### config.mk
export PLATFORM = sky130hd
export DESIGN_NAME = instr_encoder_loader_flat
export DESIGN_NICKNAME = d
export VERILOG_FILES = /design/src/rtl/instr_encoder_loader_if.sv /design/src/rtl/instr_encoder_loader.sv /design/src/flat_wrapper.sv
export SDC_FILE = /design/constraint.sdc
export NUM_CORES = 1
export LEC_CHECK = 0
export ABC_AREA = 1
export BUFFER_PORTS_ARGS = -buffer_cell sky130_fd_sc_hd__buf_2
export CAP_MARGIN = 20
export CORE_UTILIZATION = 54
export CTS_BUF_LIST = sky130_fd_sc_hd__clkbuf_16
export DETAILED_ROUTE_END_ITERATION = 8
export HOLD_SLACK_MARGIN = 0.08
export PLACE_DENSITY = 0.9
export SLEW_MARGIN = 10
export SYNTH_ARGS = -nofsm -noshare
export SYNTH_HDL_FRONTEND = slang
export SYNTH_SLANG_ARGS = --single-unit
### constraint.sdc
create_clock -name clk -period 5.8 [get_ports clk]
set_input_delay 1.16 -clock clk [delete_from_list [all_inputs] [get_ports clk]]
set_output_delay 1.16 -clock clk [all_outputs]
set_load 0.05 [all_outputs]
### src/rtl/instr_encoder_loader_if.sv
// Field-in / instruction-memory-write-out bundle for the instruction encoder-loader.
// Latency: none (wires only).
// Backpressure: in_valid/in_ready handshake on the field side; the write side is a fire-and-forget strobe.
interface instr_encoder_loader_if #(
  parameter int ADDR_W = 8
);
  logic              start;
  logic              stop;
  logic [ADDR_W-1:0] base_addr;
  logic              in_valid;
  logic              in_ready;
  logic [5:0]        opcode;
  logic [4:0]        rd2;
  logic [4:0]        rd1;
  logic [4:0]        rs2;
  logic [4:0]        rs1;
  logic [15:0]       imm;
  logic [7:0]        addr;
  logic              imem_we;
  logic [ADDR_W-1:0] imem_addr;
  logic [31:0]       imem_wdata;
  logic              err_illegal;
  logic              full;
  logic [ADDR_W:0]   count;

  // host / loader side
  modport master (
    output start, stop, base_addr, in_valid, opcode, rd2, rd1, rs2, rs1, imm, addr,
    input  in_ready, imem_we, imem_addr, imem_wdata, err_illegal, full, count
  );

  // encoder-loader side
  modport slave (
    input  start, stop, base_addr, in_valid, opcode, rd2, rd1, rs2, rs1, imm, addr,
    output in_ready, imem_we, imem_addr, imem_wdata, err_illegal, full, count
  );
endinterface

### src/rtl/instr_encoder_loader.sv
// Packs instruction fields into 32-bit words and writes them to sequential instruction-memory slots.
// Latency: handshake at edge N -> imem_we high in cycle N+1; one instruction per 2 cycles.
// Backpressure: in_ready low while writing, when full, outside a load, and whenever start is high.
module instr_encoder_loader #(
  parameter int ADDR_W = 8
) (
  input  logic                   clk,
  input  logic                   rst,
  instr_encoder_loader_if.slave  bus
);

  localparam logic [1:0] S_IDLE   = 2'd0;
  localparam logic [1:0] S_ACCEPT = 2'd1;
  localparam logic [1:0] S_WRITE  = 2'd2;
  localparam logic [1:0] S_FULL   = 2'd3;

  logic [1:0]        state_q, state_d;
  logic [ADDR_W-1:0] pc_q, pc_d;
  logic [ADDR_W:0]   cnt_q, cnt_d;
  logic [31:0]       word_q, word_d;
  logic [ADDR_W-1:0] waddr_q, waddr_d;
  logic              err_q, err_d;

  logic        legal;
  logic        hs;
  logic        in_ready;
  logic [31:0] enc;

  // Opcodes above the last ALU op (010000) have no encoding and are dropped.
  assign legal    = (bus.opcode <= 6'd16);
  assign in_ready = (state_q == S_ACCEPT) && !bus.start;
  assign hs       = bus.in_valid && in_ready;

  // Field packing; unused fields of an opcode never reach the word.
  always_comb begin
    enc        = '0;
    enc[31:26] = bus.opcode;
    case (bus.opcode)
      6'd0: begin
        enc[25:21] = bus.rd2;
        enc[15:0]  = bus.imm;
      end
      6'd1: begin
        enc[25:21] = bus.rd2;
        enc[4:0]   = bus.rs2;
      end
      6'd2: begin
        enc[25:21] = bus.rd2;
        enc[7:0]   = bus.addr;
      end
      6'd3: begin
        enc[25:18] = bus.addr;
        enc[4:0]   = bus.rs2;
      end
      default: begin
        enc[25:21] = bus.rd2;
        enc[20:16] = bus.rd1;
        enc[9:5]   = bus.rs2;
        enc[4:0]   = bus.rs1;
      end
    endcase
  end

  // Load sequencing: start always (re)opens a load; a write finishes before start takes effect.
  always_comb begin
    state_d = state_q;
    pc_d    = pc_q;
    cnt_d   = cnt_q;
    word_d  = word_q;
    waddr_d = waddr_q;
    err_d   = 1'b0;
    case (state_q)
      S_ACCEPT: begin
        if (bus.start) begin
          pc_d    = bus.base_addr;
          cnt_d   = '0;
        end else if (hs) begin
          if (legal) begin
            word_d  = enc;
            waddr_d = pc_q;
            state_d = S_WRITE;
          end else begin
            err_d = 1'b1;
          end
        end else if (bus.stop) begin
          state_d = S_IDLE;
        end
      end
      S_WRITE: begin
        if (bus.start) begin
          pc_d    = bus.base_addr;
          cnt_d   = '0;
          state_d = S_ACCEPT;
        end else begin
          cnt_d = cnt_q + (ADDR_W+1)'(1);
          if (pc_q == {ADDR_W{1'b1}}) begin
            state_d = S_FULL;
          end else begin
            pc_d    = pc_q + ADDR_W'(1);
            state_d = S_ACCEPT;
          end
        end
      end
      default: begin  // S_IDLE and S_FULL both wait for start
        if (bus.start) begin
          pc_d    = bus.base_addr;
          cnt_d   = '0;
          state_d = S_ACCEPT;
        end
      end
    endcase
  end

  // State registers; reset kills any in-flight write immediately.
  always_ff @(posedge clk or posedge rst) begin
    if (rst) begin
      state_q <= S_IDLE;
      pc_q    <= '0;
      cnt_q   <= '0;
      word_q  <= '0;
      waddr_q <= '0;
      err_q   <= 1'b0;
    end else begin
      state_q <= state_d;
      pc_q    <= pc_d;
      cnt_q   <= cnt_d;
      word_q  <= word_d;
      waddr_q <= waddr_d;
      err_q   <= err_d;
    end
  end

  // Address/data come from dedicated registers so they hold after the strobe while pc moves on.
  assign bus.in_ready    = in_ready;
  assign bus.imem_we     = (state_q == S_WRITE);
  assign bus.imem_addr   = waddr_q;
  assign bus.imem_wdata  = word_q;
  assign bus.err_illegal = err_q;
  assign bus.full        = (state_q == S_FULL);
  assign bus.count       = cnt_q;

endmodule

### src/flat_wrapper.sv
// flat-port wrapper written by rule: the top's interface ports become plain ports
module instr_encoder_loader_flat 
#(
  parameter int ADDR_W = 8
)
  (clk, rst, bus_start, bus_stop, bus_base_addr, bus_in_valid, bus_opcode, bus_rd2, bus_rd1, bus_rs2, bus_rs1, bus_imm, bus_addr, bus_in_ready, bus_imem_we, bus_imem_addr, bus_imem_wdata, bus_err_illegal, bus_full, bus_count);
  instr_encoder_loader_if #(.ADDR_W(ADDR_W)) bus_i ();
  input  logic clk;
  input  logic rst;
  input wire logic [$bits(bus_i.start)-1:0] bus_start;
  input wire logic [$bits(bus_i.stop)-1:0] bus_stop;
  input wire logic [$bits(bus_i.base_addr)-1:0] bus_base_addr;
  input wire logic [$bits(bus_i.in_valid)-1:0] bus_in_valid;
  input wire logic [$bits(bus_i.opcode)-1:0] bus_opcode;
  input wire logic [$bits(bus_i.rd2)-1:0] bus_rd2;
  input wire logic [$bits(bus_i.rd1)-1:0] bus_rd1;
  input wire logic [$bits(bus_i.rs2)-1:0] bus_rs2;
  input wire logic [$bits(bus_i.rs1)-1:0] bus_rs1;
  input wire logic [$bits(bus_i.imm)-1:0] bus_imm;
  input wire logic [$bits(bus_i.addr)-1:0] bus_addr;
  output wire logic [$bits(bus_i.in_ready)-1:0] bus_in_ready;
  output wire logic [$bits(bus_i.imem_we)-1:0] bus_imem_we;
  output wire logic [$bits(bus_i.imem_addr)-1:0] bus_imem_addr;
  output wire logic [$bits(bus_i.imem_wdata)-1:0] bus_imem_wdata;
  output wire logic [$bits(bus_i.err_illegal)-1:0] bus_err_illegal;
  output wire logic [$bits(bus_i.full)-1:0] bus_full;
  output wire logic [$bits(bus_i.count)-1:0] bus_count;
  assign bus_i.start = bus_start;
  assign bus_i.stop = bus_stop;
  assign bus_i.base_addr = bus_base_addr;
  assign bus_i.in_valid = bus_in_valid;
  assign bus_i.opcode = bus_opcode;
  assign bus_i.rd2 = bus_rd2;
  assign bus_i.rd1 = bus_rd1;
  assign bus_i.rs2 = bus_rs2;
  assign bus_i.rs1 = bus_rs1;
  assign bus_i.imm = bus_imm;
  assign bus_i.addr = bus_addr;
  assign bus_in_ready = bus_i.in_ready;
  assign bus_imem_we = bus_i.imem_we;
  assign bus_imem_addr = bus_i.imem_addr;
  assign bus_imem_wdata = bus_i.imem_wdata;
  assign bus_err_illegal = bus_i.err_illegal;
  assign bus_full = bus_i.full;
  assign bus_count = bus_i.count;
  instr_encoder_loader #(.ADDR_W(ADDR_W)) u_core (.clk(clk), .rst(rst), .bus(bus_i));
endmodule
# Word-level counts from Yosys, hierarchy flattened
# Index checks and enable logic that the tools add are counted.
# word_totals
register_bits	60
inputBits	63
out_inout_bits	53
word_cells	60
# op_classes
addsub	2
magnitude_cmp	1
eq_ne	11
mux	26
bitwise	1
n_reduce_logical	13
# op_table
op	count
2-to-1 mux 8 bit	4
2-to-1 mux 9 bit	3
2-to-1 mux 2 bit	8
case mux 5 bit (3 select lines)	1
equality test 6 x 2 -> 1 bit (second input constant)	2
adder 9 x 1 -> 9 bit (second input constant)	1
case mux 3 bit (3 select lines)	1
adder 8 x 1 -> 8 bit (second input constant)	1
equality test 8 bit (second input constant)	1
case mux 2 bit (2 select lines)	2
AND reduction 4 bit	2
equality test 6 x 1 -> 1 bit (second input constant)	1
<= comparator 6 x 5 -> 1 bit (second input constant)	1
logical NOT 6 bit	1
2-to-1 mux 6 bit	1
inequality test 3 x 2 -> 1 bit (second input constant)	2
case mux 3 bit (2 select lines)	1
OR reduction 3 bit	2
2-to-1 mux 5 bit	1
equality test 2 bit (second input constant)	2
2-to-1 mux 1 bit	4
inequality test 2 bit (second input constant)	2
OR reduction 4 bit	1
nonzero test 3 bit	1
7 further kinds	8

# Depth between registers and ports, before layout
# Gate-level depths: netlist of the first run.
# depth
ltp_word	6
ltp_mapped	10
mapped_depth_nobuf	9

# Least setup slack after synthesis of the first run
# OpenSTA, ideal clock, no wires.
# synth_path
kind	input-to-output
startpoint	in bus_start
endpoint	out bus_in_ready
t_arrival_ns	1.639
path_slack_ns	3.001
cell_stages	3
cell_sequence	inv_2 -> nand2_2 -> inv_1
# synth_via
elab_chain_len	2
# synth_lines
element	line_no	source
start: declaration	flat_wrapper.sv:10	input wire logic [$bits(bus_i.start)-1:0] bus_start;
logical NOT 1 bit	instr_encoder_loader.sv:31	assign in_ready = (state_q == S_ACCEPT) && !bus.start;
logical AND 1 bit	instr_encoder_loader.sv:31	
end: declaration	flat_wrapper.sv:21	output wire logic [$bits(bus_i.in_ready)-1:0] bus_in_ready;
# No other way between the ends.

# Worst setup path after layout of the first run
# Ends and elaborated chain as after synthesis.

==> impl_metrics.toml, run 1 <==
[status]
status = "complete, no violations"

[clocking]
cts_sinks = 60
cts_made_buffers = 9
clk_pin_slew_worst_paths_ps = 60
post_cts_resized = 0
clock_path_buffers = 2
cts_tree = "done"
post_cts_buffers = 0
h-tree-depth = 3
insertion_delay_ps = 320
cts_root_buffer = "clkbuf_16"
cts_hold_buffers = 0

[synth]
synthTopCellsByArea = "dfrtp_1 47%, nand2_1 22%, nand3_1 5.0%, inv_1 4.5%, nor2_1 4.0%"
async_flop_share_pct = 100
synth_compound_area_share_pct = 7.62
yosys.area_share.simple_pct = 34.5
synth-seq-cells = 60
synth-warning-count = 0
synth_top_family_by_area = "simple AND/OR/NAND/NOR gates"
synthXorXnorAreaFrac_pct = 0.274
synthesis.area_um2 = 3200
syn_inst = 434
avgSynthCellArea_um2 = 7.38
ys_types = 26
synthFlopType = "dfrtp_1"
syn_nets = 502
synth_top_area_cell = "dfrtp_1"
synth_edf_count = 0
synth_common_cells = "186 x nand2_1, 60 x dfrtp_1, 38 x inv_1, 34 x nor2_1, 32 x nand3_1"
ys_seq_area_share_pct = 46.9
synth_top_area_share_pct = 46.9
muxShareOfSynthArea_pct = 0.313
synth_adder_area_share_pct = 1.95
synth_most_common_cell = "nand2_1"

[finish]
stdcell_count = 625
area_delta_synth_final_pct = 27.2
diodes = 0
register_area_um2 = 1500
nNetsFinal = 616
fin_area_um2 = 4070
drive_gt1_share_pct = 26.0
multiInputGateArea_um2 = 1430
fillers = 460

[die]
coreArea_um2 = 5610
row_count = 27
die_area_um2 = 6240
start_util_pct = 57.1
die_x_um = 79
io_pins = 116
dieHeight_um = 79

[grt]
antenna_found_initial = 0
grt_overflow_total = 0
grt_max_degree = 66
grt_pass1_wl_um = 13100
grt_pass1_vias = 2906
track_usage_pct = 27.6

[place]
hpwl_um = 6040
dpl_cell_area_um2 = 3760
routabilityCongestion = 0.946
placed_cells = 608
portBuffers = 115

[drt]
vias = 3286
wl_um = 8260
drtAntennaViolNets = 0
wl_per_cell_um = 13.2
drtIter0Drc = 221
drc_errors = 0
vias_per_cell = 5.26
dr.pass1.iters = 5

[sta]
layout_min_cycle_time_ps = 3010
worst_pin_slew_ps = 733
skew_ps = 5.53
fin_crit_sh_pct = 51.9
hold_violations = 0
setup_viol = 0
drv_slew = 0
rsz0062_at_grt = "no"
fmax_mhz = 332
final.setup.tns_ps = 0
slew_headroom_pct = 50.9

[critical_path]
path_class = "in2out"
critPathArrivalTime_ps = 1850
cp_data_required_time_ps = 4640
crit_fanout = 8
endpoint_kind = "output pin"
start_kind = "primary input"

[power_and_ir_drop]
power_frac_seq_pct = 32.4
peakVddDrop_mv = 0.371
p_int_w = 0.00107
p_leak_nw = 2.32
clkPwrFrac_pct = 26.0
p_per_area_nw_per_um2 = 488
p_sw_w = 0.000917
pwr-share-comb_pct = 41.6
swShare_pct = 46.2

[job]
drv_cap = 0

[worst_hold_path]
hp-class = "reg2reg"
-- power groups by stage --
stage	clock network (W)	registers (W)	logic, W
floorplan	0	0.00103	0.000226
global placement	0	0.000644	0.000804
detailed placement	0	0.000646	0.000821
CTS	0.000524	0.000641	0.000826
global route	0.000548	0.000657	0.000881
finish	0.000517	0.000644	0.000826
-- worst paths after layout --
| kind | start | to | slack [ps] | cells past startpoint |
|---|---|---|---|---|
| worst max-delay path | bus_start | bus_in_ready | 2790 | 5 |
| worst min-delay path | u_core.bus.imem_wdata[2]$_DFFE_PP0P_ | u_core.bus.imem_wdata[2]$_DFFE_PP0P_ | 470 | 2 |
| worst max register to register | u_core.state_q[1]$_DFFE_PP0P_ | u_core.bus.imem_addr[2]$_DFFE_PP0P_ | 3720 | 9 |
| worst min register to register | u_core.bus.imem_wdata[2]$_DFFE_PP0P_ | u_core.bus.imem_wdata[2]$_DFFE_PP0P_ | 470 | 2 |
| max in group asynchronous | rst | u_core.bus.imem_wdata[24]$_DFFE_PP0P_ | 4270 | 3 |
| min in group asynchronous | rst | u_core.bus.imem_wdata[4]$_DFFE_PP0P_ | 1050 | 3 |
-- area by class of cell --
| cell class | count | share of cell area [%] |
|---|---|---|
| sequential | 60 | 36.9 |
| multi-input combinational | 320 | 35.2 |
| timing repair buffer | 117 | 14.8 |
| clock buffer | 9 | 5.53 |
| inverter | 40 | 3.69 |
| tap | 72 | 2.21 |
| clock inverter | 7 | 1.66 |
-- cell families (layout without fill, tap and decap cells) --
logic type                 Yosys count  after routing
AOI/OAI and AO/OA                   47             47
DFF                                 60             60
buffers and inverters               54            173
adders and majority gates            5              5
muxes                                1              1
and+or+nand+nor                    266            266
xor gates and xnor gates             1              1
-- worst max-delay path, stage by stage --
cell and delay, ps:
buf_2 130, inv_2 140, nand2_2 90, inv_1 80, buf_2 260
-- stage by stage --
step / power [W] / hold slack (ps) / setup slack, ps / util [%]
finish: 0.00199 / 474 / 2790 / 72.6
global route: 0.00209 / 500 / 2620 / 72.6
CTS: 0.00199 / 476 / 2550 / 72.2
detailed placement: 0.00147 / 461 / 2240 / 67.0
global placement: 0.00145 / 457 / 2310 / 67.0
floorplan: 0.00126 / 490 / 3000 / -
-- per-layer routing --
layer | track usage, % | routed length (um)
met5 | 0 | 0
met4 | 11.5 | 164
met3 | 7.01 | 581
met2 | 46.6 | 4050
met1 | 33.7 | 3470
-- cell usage in the layout (no fill, tap or decap) --
cell and count:
nand2_1 185, buf_2 115, dfrtp_1 60, inv_1 38
nor2_1 34, nand3_1 32, o21ai_1 20, o21ai_0 16
clkbuf_16 9, a21oi_1 8, ha_1 5, nor2_4 3
nand2_2 3, nor2_2 2, inv_2 2, clkinv_1 2
nor3_1 2, nand4_1 2, a21boi_0 2, nand3b_2 1
mux2i_1 1, xor2_1 1, a22o_1 1, nand2_4 1
nor3_4 1, clkinv_2 1, clkinvlp_4 1, bufinv_16 1
inv_6 1, clkinv_4 1, buf_12 1, buf_4 1
-- flip-flops by register name, indices dropped and copies added (netlist names) --
| name | flops |
|---|---|
| u_core.bus.imem_wdata | 32 |
| u_core.bus.count | 9 |
| u_core.bus.imem_addr | 8 |
| u_core.pc_q | 8 |
| u_core.state_q | 2 |
| u_core.bus.err_illegal | 1 |
(Power assumes the default switching activity.)
==> inputs of run 2 (changes only) <==
--- a/config.mk
+++ b/config.mk
@@ -8,11 +8,11 @@
 export ABC_AREA = 1
 export BUFFER_PORTS_ARGS = -buffer_cell sky130_fd_sc_hd__buf_2
 export CAP_MARGIN = 20
-export CORE_UTILIZATION = 54
+export CORE_UTILIZATION = 45
 export CTS_BUF_LIST = sky130_fd_sc_hd__clkbuf_16
 export DETAILED_ROUTE_END_ITERATION = 8
 export HOLD_SLACK_MARGIN = 0.08
-export PLACE_DENSITY = 0.9
+export PLACE_DENSITY = 0.81
 export SLEW_MARGIN = 10
 export SYNTH_ARGS = -nofsm -noshare
 export SYNTH_HDL_FRONTEND = slang
==> constraint.sdc (replaced) <==
create_clock -name clk -period 2.5 [get_ports clk]
set_input_delay 0.5 -clock clk [delete_from_list [all_inputs] [get_ports clk]]
set_output_delay 0.5 -clock clk [all_outputs]
set_load 0.05 [all_outputs]
==> impl_metrics.toml, run 2 (synthesis gave the netlist of run 1 again) <==
[clocking]
clock_path_buffers = 2
clk_pin_slew_worst_paths_ps = 50
cts_tree = "done"
insertion_delay_ps = 320
post_cts_buffers = 0
cts_made_buffers = 9
cts_sinks = 60
cts_root_buffer = "clkbuf_16"
h-tree-depth = 3
cts_hold_buffers = 0
post_cts_resized = 0

[grt]
grt_max_degree = 45
track_usage_pct = 23.0
antenna_found_initial = 0
grt_pass1_vias = 2921
grt_pass1_wl_um = 13400
grt_overflow_total = 0

[power_and_ir_drop]
p_sw_w = 0.00211
p_per_area_nw_per_um2 = 1150
clkPwrFrac_pct = 29.2
swShare_pct = 44.1
power_frac_seq_pct = 30.8
p_int_w = 0.00268
peakVddDrop_mv = 0.474
pwr-share-comb_pct = 40.0
p_leak_nw = 2.34

[sta]
fmax_mhz = 509
fin_crit_sh_pct = 78.6
slew_headroom_pct = 62.9
final.setup.tns_ps = 0
worst_pin_slew_ps = 556
hold_violations = 0
skew_ps = 4.86
drv_slew = 0
setup_viol = 0
layout_min_cycle_time_ps = 1970
rsz0062_at_grt = "no"

[die]
dieHeight_um = 86.4
coreArea_um2 = 6830
io_pins = 116
row_count = 30
die_area_um2 = 7460
die_x_um = 86.4
start_util_pct = 46.9

[critical_path]
cp_cell_sequence = "inv_1, ha_1, buf_2"
cp_data_required_time_ps = 2000
endpoint_kind = "output pin"
path_class = "reg2out"
critPathArrivalTime_ps = 1470
crit_fanout = 8
slowest_stage = "dfrtp_1"
cpPeakStageDelay_ps = 410
r2r_setup_slack_ps = 540
start_kind = "flip-flop"

[finish]
drive_gt1_share_pct = 26.7
diodes = 0
largest_reg_flops = 32
final_util_pct = 60.8
fillers = 633
area_delta_synth_final_pct = 29.7
final_cell_mix = "185 x nand2_1, 115 x buf_2, 60 x dfrtp_1"
nNetsFinal = 618
final_common_cell = "nand2_1"

[job]
drv_cap = 0

[drt]
wl_per_cell_um = 12.5
drc_errors = 0
vias_per_cell = 4.88
drtAntennaViolNets = 0
dr.pass1.iters = 5
drtIter0Drc = 205
wl_um = 8130
vias = 3176

[worst_hold_path]
hp-class = "in2async"

[place]
portBuffers = 115
routabilityCongestion = 0.935
hpwl_um = 6040

[status]
status = "complete, no violations"
-- run 2: power by group through the flow --
stage	Combinational, W	Clock, W	Sequential [W]
floorplan	0.000525	0	0.00239
global placement	0.00189	0	0.00148
detailed placement	0.00192	0	0.00149
CTS	0.00193	0.00142	0.00147
global route	0.00206	0.00147	0.00151
finish	0.00192	0.00140	0.00148
-- run 2: layout make-up --
class | count | area [um2] | area share [%]
clock inverter | 7 | 115 | 2.77
timing repair buffer | 119 | 606 | 14.6
tap | 96 | 120 | 2.89
sequential | 60 | 1500 | 36.2
multi-input combinational | 320 | 1430 | 34.5
clock buffer | 9 | 225 | 5.42
inverter | 40 | 150 | 3.62
-- run 2: metrics by stage --
step                hold slack (ps)  instance area, um2  setup slack, ps  power [W]  instances
CTS                             243                4150              526    0.00482        651
floorplan                       490                3200              515    0.00292        434
finish                          228                4150              535    0.00479        651
global route                    284                4150              404    0.00504        651
global placement                458                3810              557    0.00337        635
detailed placement              464                3810              488    0.00340        635
-- run 2: worst paths after layout --
check                      depth (start not counted)                              endpoint                                start
min in group clk                                   2       u_core.bus.count[2]$_DFFE_PP0N_                            bus_start
hold / removal                                     2      u_core.bus.err_illegal$_DFF_PP0_                                  rst
hold reg to reg                                    2   u_core.bus.imem_addr[0]$_DFFE_PP0P_  u_core.bus.imem_addr[0]$_DFFE_PP0P_
max in group asynchronous                          3  u_core.bus.imem_wdata[8]$_DFFE_PP0P_                                  rst
setup / recovery                                   3                           bus_imem_we        u_core.state_q[0]$_DFFE_PP0P_
setup reg to reg                                   8            u_core.pc_q[4]$_DFFE_PP0P_        u_core.state_q[0]$_DFFE_PP0P_
-- run 2: worst max-delay path: cells and delay by family, from the launching register on --
| kind | cells | cell delay, ps |
|---|---|---|
| flops | 1 | 410 |
| fa+ha+maj | 1 | 330 |
| buf+inv | 2 | 400 |
-- run 2: layer usage --
layer  part of all wire (%)  vias up  global-route usage (%)
met2                     48      130                    36.9
met3                    6.0       22                    5.05
met5                      0        -                       0
met1                     43     1435                    29.3
met4                    3.1        0                    12.3
li1                       -     1589                       -
